<file path="src/rtl/apb_master_bridge_if.sv">
// Command, response and APB4 bus signals of apb_master_bridge.
// master: the bridge's view; slave: the view of whatever drives and observes it.
interface apb_master_bridge_if #(
  parameter int ADDR_W = 32
);
  logic              cmd_valid;
  logic              cmd_ready;
  logic              cmd_write;
  logic [ADDR_W-1:0] cmd_addr;
  logic [31:0]       cmd_wdata;
  logic [3:0]        cmd_strb;
  logic [2:0]        cmd_prot;

  logic              rsp_valid;
  logic              rsp_ready;
  logic [31:0]       rsp_rdata;
  logic              rsp_err;

  logic [ADDR_W-1:0] paddr;
  logic [2:0]        pprot;
  logic              psel;
  logic              penable;
  logic              pwrite;
  logic [31:0]       pwdata;
  logic [3:0]        pstrb;
  logic              pready;
  logic [31:0]       prdata;
  logic              pslverr;

  modport master (
    input  cmd_valid, cmd_write, cmd_addr, cmd_wdata, cmd_strb, cmd_prot,
    output cmd_ready,
    output rsp_valid, rsp_rdata, rsp_err,
    input  rsp_ready,
    output paddr, pprot, psel, penable, pwrite, pwdata, pstrb,
    input  pready, prdata, pslverr
  );

  modport slave (
    output cmd_valid, cmd_write, cmd_addr, cmd_wdata, cmd_strb, cmd_prot,
    input  cmd_ready,
    input  rsp_valid, rsp_rdata, rsp_err,
    output rsp_ready,
    input  paddr, pprot, psel, penable, pwrite, pwdata, pstrb,
    output pready, prdata, pslverr
  );
endinterface

</file>
<file path="src/rtl/apb_master_bridge.sv">
// APB4 requester: one valid/ready command becomes one SETUP/ACCESS transfer, answered on rsp.
// Define APB_MASTER_TIMEOUT_EN to abort ACCESS after TIMEOUT_CYCLES wait cycles.
module apb_master_bridge #(
  parameter int ADDR_W         = 32,
  parameter int TIMEOUT_CYCLES = 255
) (
  input  logic                 clk,
  input  logic                 rst,
  apb_master_bridge_if.master  bus,
  output logic                 busy
);

  typedef enum logic [1:0] {IDLE, SETUP, ACCESS, RESP} state_t;

  state_t state;
  logic   timed_out;

  if (TIMEOUT_CYCLES < 1) begin : g_bad_timeout
    $error("apb_master_bridge: TIMEOUT_CYCLES must be at least 1");
  end

  assign bus.cmd_ready = (state == IDLE) && !rst;

`ifdef APB_MASTER_TIMEOUT_EN
  localparam int CNT_W = $clog2(TIMEOUT_CYCLES + 1);
  logic [CNT_W-1:0] wait_cnt;
  // The edge that would count the TIMEOUT_CYCLES-th idle ACCESS cycle aborts instead.
  assign timed_out = (wait_cnt == CNT_W'(TIMEOUT_CYCLES - 1));
`else
  assign timed_out = 1'b0;
`endif

  always_ff @(posedge clk) begin
    if (rst) begin
      state         <= IDLE;
      busy          <= 1'b0;
      bus.psel      <= 1'b0;
      bus.penable   <= 1'b0;
      bus.pwrite    <= 1'b0;
      bus.paddr     <= '0;
      bus.pprot     <= '0;
      bus.pwdata    <= '0;
      bus.pstrb     <= '0;
      bus.rsp_valid <= 1'b0;
      bus.rsp_err   <= 1'b0;
      bus.rsp_rdata <= '0;
`ifdef APB_MASTER_TIMEOUT_EN
      wait_cnt      <= '0;
`endif
    end else begin
      case (state)
        IDLE: begin
          if (bus.cmd_valid) begin
            bus.paddr  <= bus.cmd_addr[ADDR_W-1:0];
            bus.pwrite <= bus.cmd_write;
            bus.pwdata <= bus.cmd_wdata;
            bus.pstrb  <= bus.cmd_write ? bus.cmd_strb : 4'h0;
            bus.pprot  <= bus.cmd_prot;
            bus.psel   <= 1'b1;
            busy       <= 1'b1;
            state      <= SETUP;
          end
        end
        SETUP: begin
          bus.penable <= 1'b1;
`ifdef APB_MASTER_TIMEOUT_EN
          wait_cnt    <= '0;
`endif
          state       <= ACCESS;
        end
        ACCESS: begin
          // pready wins over a timeout landing in the same cycle.
          if (bus.pready) begin
            bus.psel      <= 1'b0;
            bus.penable   <= 1'b0;
            bus.rsp_valid <= 1'b1;
            bus.rsp_err   <= bus.pslverr;
            bus.rsp_rdata <= bus.pwrite ? 32'h0 : bus.prdata;
            state         <= RESP;
          end else if (timed_out) begin
            bus.psel      <= 1'b0;
            bus.penable   <= 1'b0;
            bus.rsp_valid <= 1'b1;
            bus.rsp_err   <= 1'b1;
            bus.rsp_rdata <= 32'h0;
            state         <= RESP;
          end else begin
`ifdef APB_MASTER_TIMEOUT_EN
            wait_cnt <= wait_cnt + 1'b1;
`endif
          end
        end
        RESP: begin
          if (bus.rsp_ready) begin
            bus.rsp_valid <= 1'b0;
            busy          <= 1'b0;
            state         <= IDLE;
          end
        end
        default: state <= IDLE;
      endcase
    end
  end

endmodule

</file>
<file path="src/flat_wrapper.sv">
// flat-port wrapper written by rule: the top's interface ports become plain ports
module apb_master_bridge_flat 
#(
  parameter int ADDR_W         = 32,
  parameter int TIMEOUT_CYCLES = 255
)
  (clk, rst, busy, bus_cmd_valid, bus_cmd_write, bus_cmd_addr, bus_cmd_wdata, bus_cmd_strb, bus_cmd_prot, bus_cmd_ready, bus_rsp_valid, bus_rsp_rdata, bus_rsp_err, bus_rsp_ready, bus_paddr, bus_pprot, bus_psel, bus_penable, bus_pwrite, bus_pwdata, bus_pstrb, bus_pready, bus_prdata, bus_pslverr);
  apb_master_bridge_if #(.ADDR_W(ADDR_W)) bus_i ();
  input  logic clk;
  input  logic rst;
  output logic busy;
  input wire logic [$bits(bus_i.cmd_valid)-1:0] bus_cmd_valid;
  input wire logic [$bits(bus_i.cmd_write)-1:0] bus_cmd_write;
  input wire logic [$bits(bus_i.cmd_addr)-1:0] bus_cmd_addr;
  input wire logic [$bits(bus_i.cmd_wdata)-1:0] bus_cmd_wdata;
  input wire logic [$bits(bus_i.cmd_strb)-1:0] bus_cmd_strb;
  input wire logic [$bits(bus_i.cmd_prot)-1:0] bus_cmd_prot;
  output wire logic [$bits(bus_i.cmd_ready)-1:0] bus_cmd_ready;
  output wire logic [$bits(bus_i.rsp_valid)-1:0] bus_rsp_valid;
  output wire logic [$bits(bus_i.rsp_rdata)-1:0] bus_rsp_rdata;
  output wire logic [$bits(bus_i.rsp_err)-1:0] bus_rsp_err;
  input wire logic [$bits(bus_i.rsp_ready)-1:0] bus_rsp_ready;
  output wire logic [$bits(bus_i.paddr)-1:0] bus_paddr;
  output wire logic [$bits(bus_i.pprot)-1:0] bus_pprot;
  output wire logic [$bits(bus_i.psel)-1:0] bus_psel;
  output wire logic [$bits(bus_i.penable)-1:0] bus_penable;
  output wire logic [$bits(bus_i.pwrite)-1:0] bus_pwrite;
  output wire logic [$bits(bus_i.pwdata)-1:0] bus_pwdata;
  output wire logic [$bits(bus_i.pstrb)-1:0] bus_pstrb;
  input wire logic [$bits(bus_i.pready)-1:0] bus_pready;
  input wire logic [$bits(bus_i.prdata)-1:0] bus_prdata;
  input wire logic [$bits(bus_i.pslverr)-1:0] bus_pslverr;
  assign bus_i.cmd_valid = bus_cmd_valid;
  assign bus_i.cmd_write = bus_cmd_write;
  assign bus_i.cmd_addr = bus_cmd_addr;
  assign bus_i.cmd_wdata = bus_cmd_wdata;
  assign bus_i.cmd_strb = bus_cmd_strb;
  assign bus_i.cmd_prot = bus_cmd_prot;
  assign bus_cmd_ready = bus_i.cmd_ready;
  assign bus_rsp_valid = bus_i.rsp_valid;
  assign bus_rsp_rdata = bus_i.rsp_rdata;
  assign bus_rsp_err = bus_i.rsp_err;
  assign bus_i.rsp_ready = bus_rsp_ready;
  assign bus_paddr = bus_i.paddr;
  assign bus_pprot = bus_i.pprot;
  assign bus_psel = bus_i.psel;
  assign bus_penable = bus_i.penable;
  assign bus_pwrite = bus_i.pwrite;
  assign bus_pwdata = bus_i.pwdata;
  assign bus_pstrb = bus_i.pstrb;
  assign bus_i.pready = bus_pready;
  assign bus_i.prdata = bus_prdata;
  assign bus_i.pslverr = bus_pslverr;
  apb_master_bridge #(.ADDR_W(ADDR_W), .TIMEOUT_CYCLES(TIMEOUT_CYCLES)) u_core (.clk(clk), .rst(rst), .bus(bus_i), .busy(busy));
endmodule
</file>
<file path="config.mk">
export PLATFORM = sky130hd
export DESIGN_NAME = apb_master_bridge_flat
export DESIGN_NICKNAME = d
export VERILOG_FILES = /design/src/rtl/apb_master_bridge_if.sv /design/src/rtl/apb_master_bridge.sv /design/src/flat_wrapper.sv
export SDC_FILE = /design/constraint.sdc
export NUM_CORES = 1
export LEC_CHECK = 0
export ABC_CLOCK_PERIOD_IN_PS = 2300
export CAP_MARGIN = 5
export CORE_MARGIN = 2
export CORE_UTILIZATION = 42
export CTS_CLUSTER_SIZE = 20
export DETAILED_ROUTE_END_ITERATION = 12
export PLACE_DENSITY_LB_ADDON = 0.05
export SYNTH_ARGS = -nofsm -noshare
export SYNTH_HDL_FRONTEND = slang
export SYNTH_SLANG_ARGS = --single-unit
</file>
<file path="constraint.sdc">
create_clock -name clk -period 2.3 [get_ports clk]
set_input_delay 0.46 -clock clk [delete_from_list [all_inputs] [get_ports clk]]
set_output_delay 0.46 -clock clk [all_outputs]
set_load 0.1 [all_outputs]
</file>
==> results.cfg <==
[status]
status = complete, no violations

[power]
p_leak_uw = 0.00256
ir_drop_uv = 640
power_density_mw_per_mm2 = 1250

[critical_path]
path_max_fanout = 6
start_kind = register
crit_path_end_kind = primary output
r2r-end = u_core.bus.rsp_rdata[16]
path_class = reg2out
endpoint = bus_cmd_ready
reg2regPathDepth = 7
worstPathCellList = inv_1 -> ha_1 -> nor2b_2 -> buf_12
critPathSlowestCell = dfxtp_1
slowest_delay_ns = 0.34
cp.required_ns = 1.84
ff2ff_setup_slack_ns = 0.58
critPathArrivalTime_ns = 1.57
crit_start = u_core.state[0]
rr_startpoint = u_core.state[0]

[finish]
finalInstanceArea_sq_mm = 0.00638
drive_gt1_frac = 0.201
fin_util = 0.659
synthToLayoutAreaGrowth_pct = 53.4
fin_nets = 821
fillers = 822
fin_cells = 843
antenna_cells = 0

[placement]
place.detailed.hpwl_um = 8220
portBuffers = 219
pre_cts_slack_ns = 0.375
gp_congestion = 0.778
placed_area_sq_mm = 0.00618
dp.cells = 827

[floorplan]
die_h_um = 104
die_w_um = 104
core-area_sq_mm = 0.00968
row_count = 36
die-area_sq_mm = 0.0107
pin_count = 220
initial_core_util = 0.430

[clock_tree]
clk_latency_ns = 0.36
holdBufCountCts = 0
cts_resized = 0
tritoncts = built
clock_path_buffers = 2
cts_root_buf = clkbuf_8
clock-sinks = 111
htreeDepth = 3
post-cts-setup-buffers = 0
clk_pin_slew_ns = 0.10
cts_buffers = 9

[grt]
antenna_found_initial = 0
grt_pass1_wl_um = 19700
use_met2 = 0.363
grt_pass1_vias = 3993
grt_overflow = 0
grt_max_degree = 79
met3_usage = 0.0636
grt_use_total = 0.220
use_met1 = 0.275
grt.busiest_layer = met2

[sta]
fin_ws_ns = 0.270
slew_viol_final = 0
max_freq_ghz = 0.493
hold_viol = 0
setup_viol = 0
min_period_ns = 2.03
worst_pin_slew_ns = 0.423
setup_tns_ns = 0
grt_setup_unrepaired = no
worst_slew_margin_rel = 0.718
period_share = 0.883
skew_ns = 0.00810

[drt]
drtPass1Iterations = 5
finalWirelength_um = 11900
remaining_drc_errors = 0
ant_nets = 0
drt_iter0_drc = 121
routed_via_density = 4.91
routedWlPerCell_um = 14.1
dr_total_vias = 4140

[logic_synthesis]
synth.net_count = 623
ys_async_sr_fraction = 0
avgSynthCellArea_sq_um = 8.21
synthCells = 507
ys_warn_count = 0
synth_edf_count = 0
ys_top_cells_by_count = nand2_1 (182), dfxtp_1 (111), a21oi_1 (108)
synth_most_common_cell = nand2_1
netlist_top_cells_area = dfxtp_1 (53%), nand2_1 (16%), a21oi_1 (13%)
synth_flop_cell = dfxtp_1
yosysSeqAreaShare = 0.534
syn-cell-area_sq_mm = 0.00416
yosysUniqueCellTypes = 25
synth_top_area_share = 0.534
synth_top_cell_by_area = dfxtp_1
synth-seq-cells = 111

[worst_hold_path]
min_path_type = reg2reg

[job]
maxCapViolCount = 0
[through the flow]
stage	total power (uW)	hold slack, ns
2_1_floorplan	5850	0.483
3_3_place_gp	6810	0.440
3_5_place_dp	6870	0.445
4_1_cts	8030	0.459
5_1_grt	8350	0.475
6_report	7980	0.456
[worst max-delay path: cells and delay by family, from the launching register on]
kind,cells,cell delay [ns]
adder cells (fa/ha/maj),1,0.30
AND/OR/NAND/NOR,1,0.24
flip-flops,1,0.34
buffers and inverters,2,0.33
[worst min path at each step]
| stage | startpoint | end | slack [ns] | depth (start not counted) |
|---|---|---|---|---|
| final | u_core.bus.rsp_rdata[17] | u_core.bus.rsp_rdata[17] | 0.46 | 2 |
| after global routing | u_core.bus.rsp_rdata[2] | u_core.bus.rsp_rdata[2] | 0.47 | 2 |
| after CTS | u_core.bus.rsp_rdata[0] | u_core.bus.rsp_rdata[0] | 0.46 | 2 |
| after detailed placement | u_core.bus.rsp_rdata[0] | u_core.bus.rsp_rdata[0] | 0.45 | 2 |
| after global placement | u_core.bus.rsp_rdata[20] | u_core.bus.rsp_rdata[20] | 0.44 | 2 |
| after floorplan | u_core.state[1] | u_core.state[1] | 0.48 | 2 |
[cell usage in the layout, fill, tap and decap left out, types with 5 or more instances in the layout]
cell type and n:
nand4b_1 32, nand2_1 181, a21oi_1 108, dfxtp_1 111, ha_1 6, clkbuf_8 10, nand3_1 5, clkdlybuf4s50_1 108
buf_4 117
[final cells by class]
type / count / area, sq um / area share
clock buffers: 10 / 138 / 0.0216
clock inverters: 6 / 60.1 / 0.00941
inverters: 4 / 15.0 / 0.00235
multi-input cells: 350 / 1740 / 0.273
flip-flops and latches: 111 / 2220 / 0.348
well taps: 133 / 166 / 0.0261
repair buffers: 229 / 2040 / 0.320
[kinds of logic (layout without fill, tap and decap cells)]
group           after synthesis  count (layout)  share of synthesized area
simple gates                228             228                      0.252
compound gates              114             114                      0.142
buf+inv                      46             249                     0.0490
flops                       111             111                      0.534
fa+ha+maj                     6               6                     0.0180
mux                           2               2                    0.00511
[metal layers]
metal  part of all wire  vias to the layer above
met3              0.084                       16
met1               0.42                     1893
li1                   -                     2076
met5                  0                        -
met2               0.48                      155
met4              0.019                        0
[where the power goes]
group | internal [uW] | total, uW | switching, uW
clock network | 529 | 1180 | 647
logic | 1020 | 4350 | 3330
registers | 2260 | 2450 | 193
[state kept, by name, indices dropped and copies added, names as in the netlist, 2 cells and up]
name and flops:
u_core.bus.paddr 32, u_core.bus.pwdata 32, u_core.bus.rsp_rdata 32, u_core.bus.pstrb 4
u_core.bus.pprot 3, u_core.state 2
Note: power is estimated with default switching activity, not from simulation.
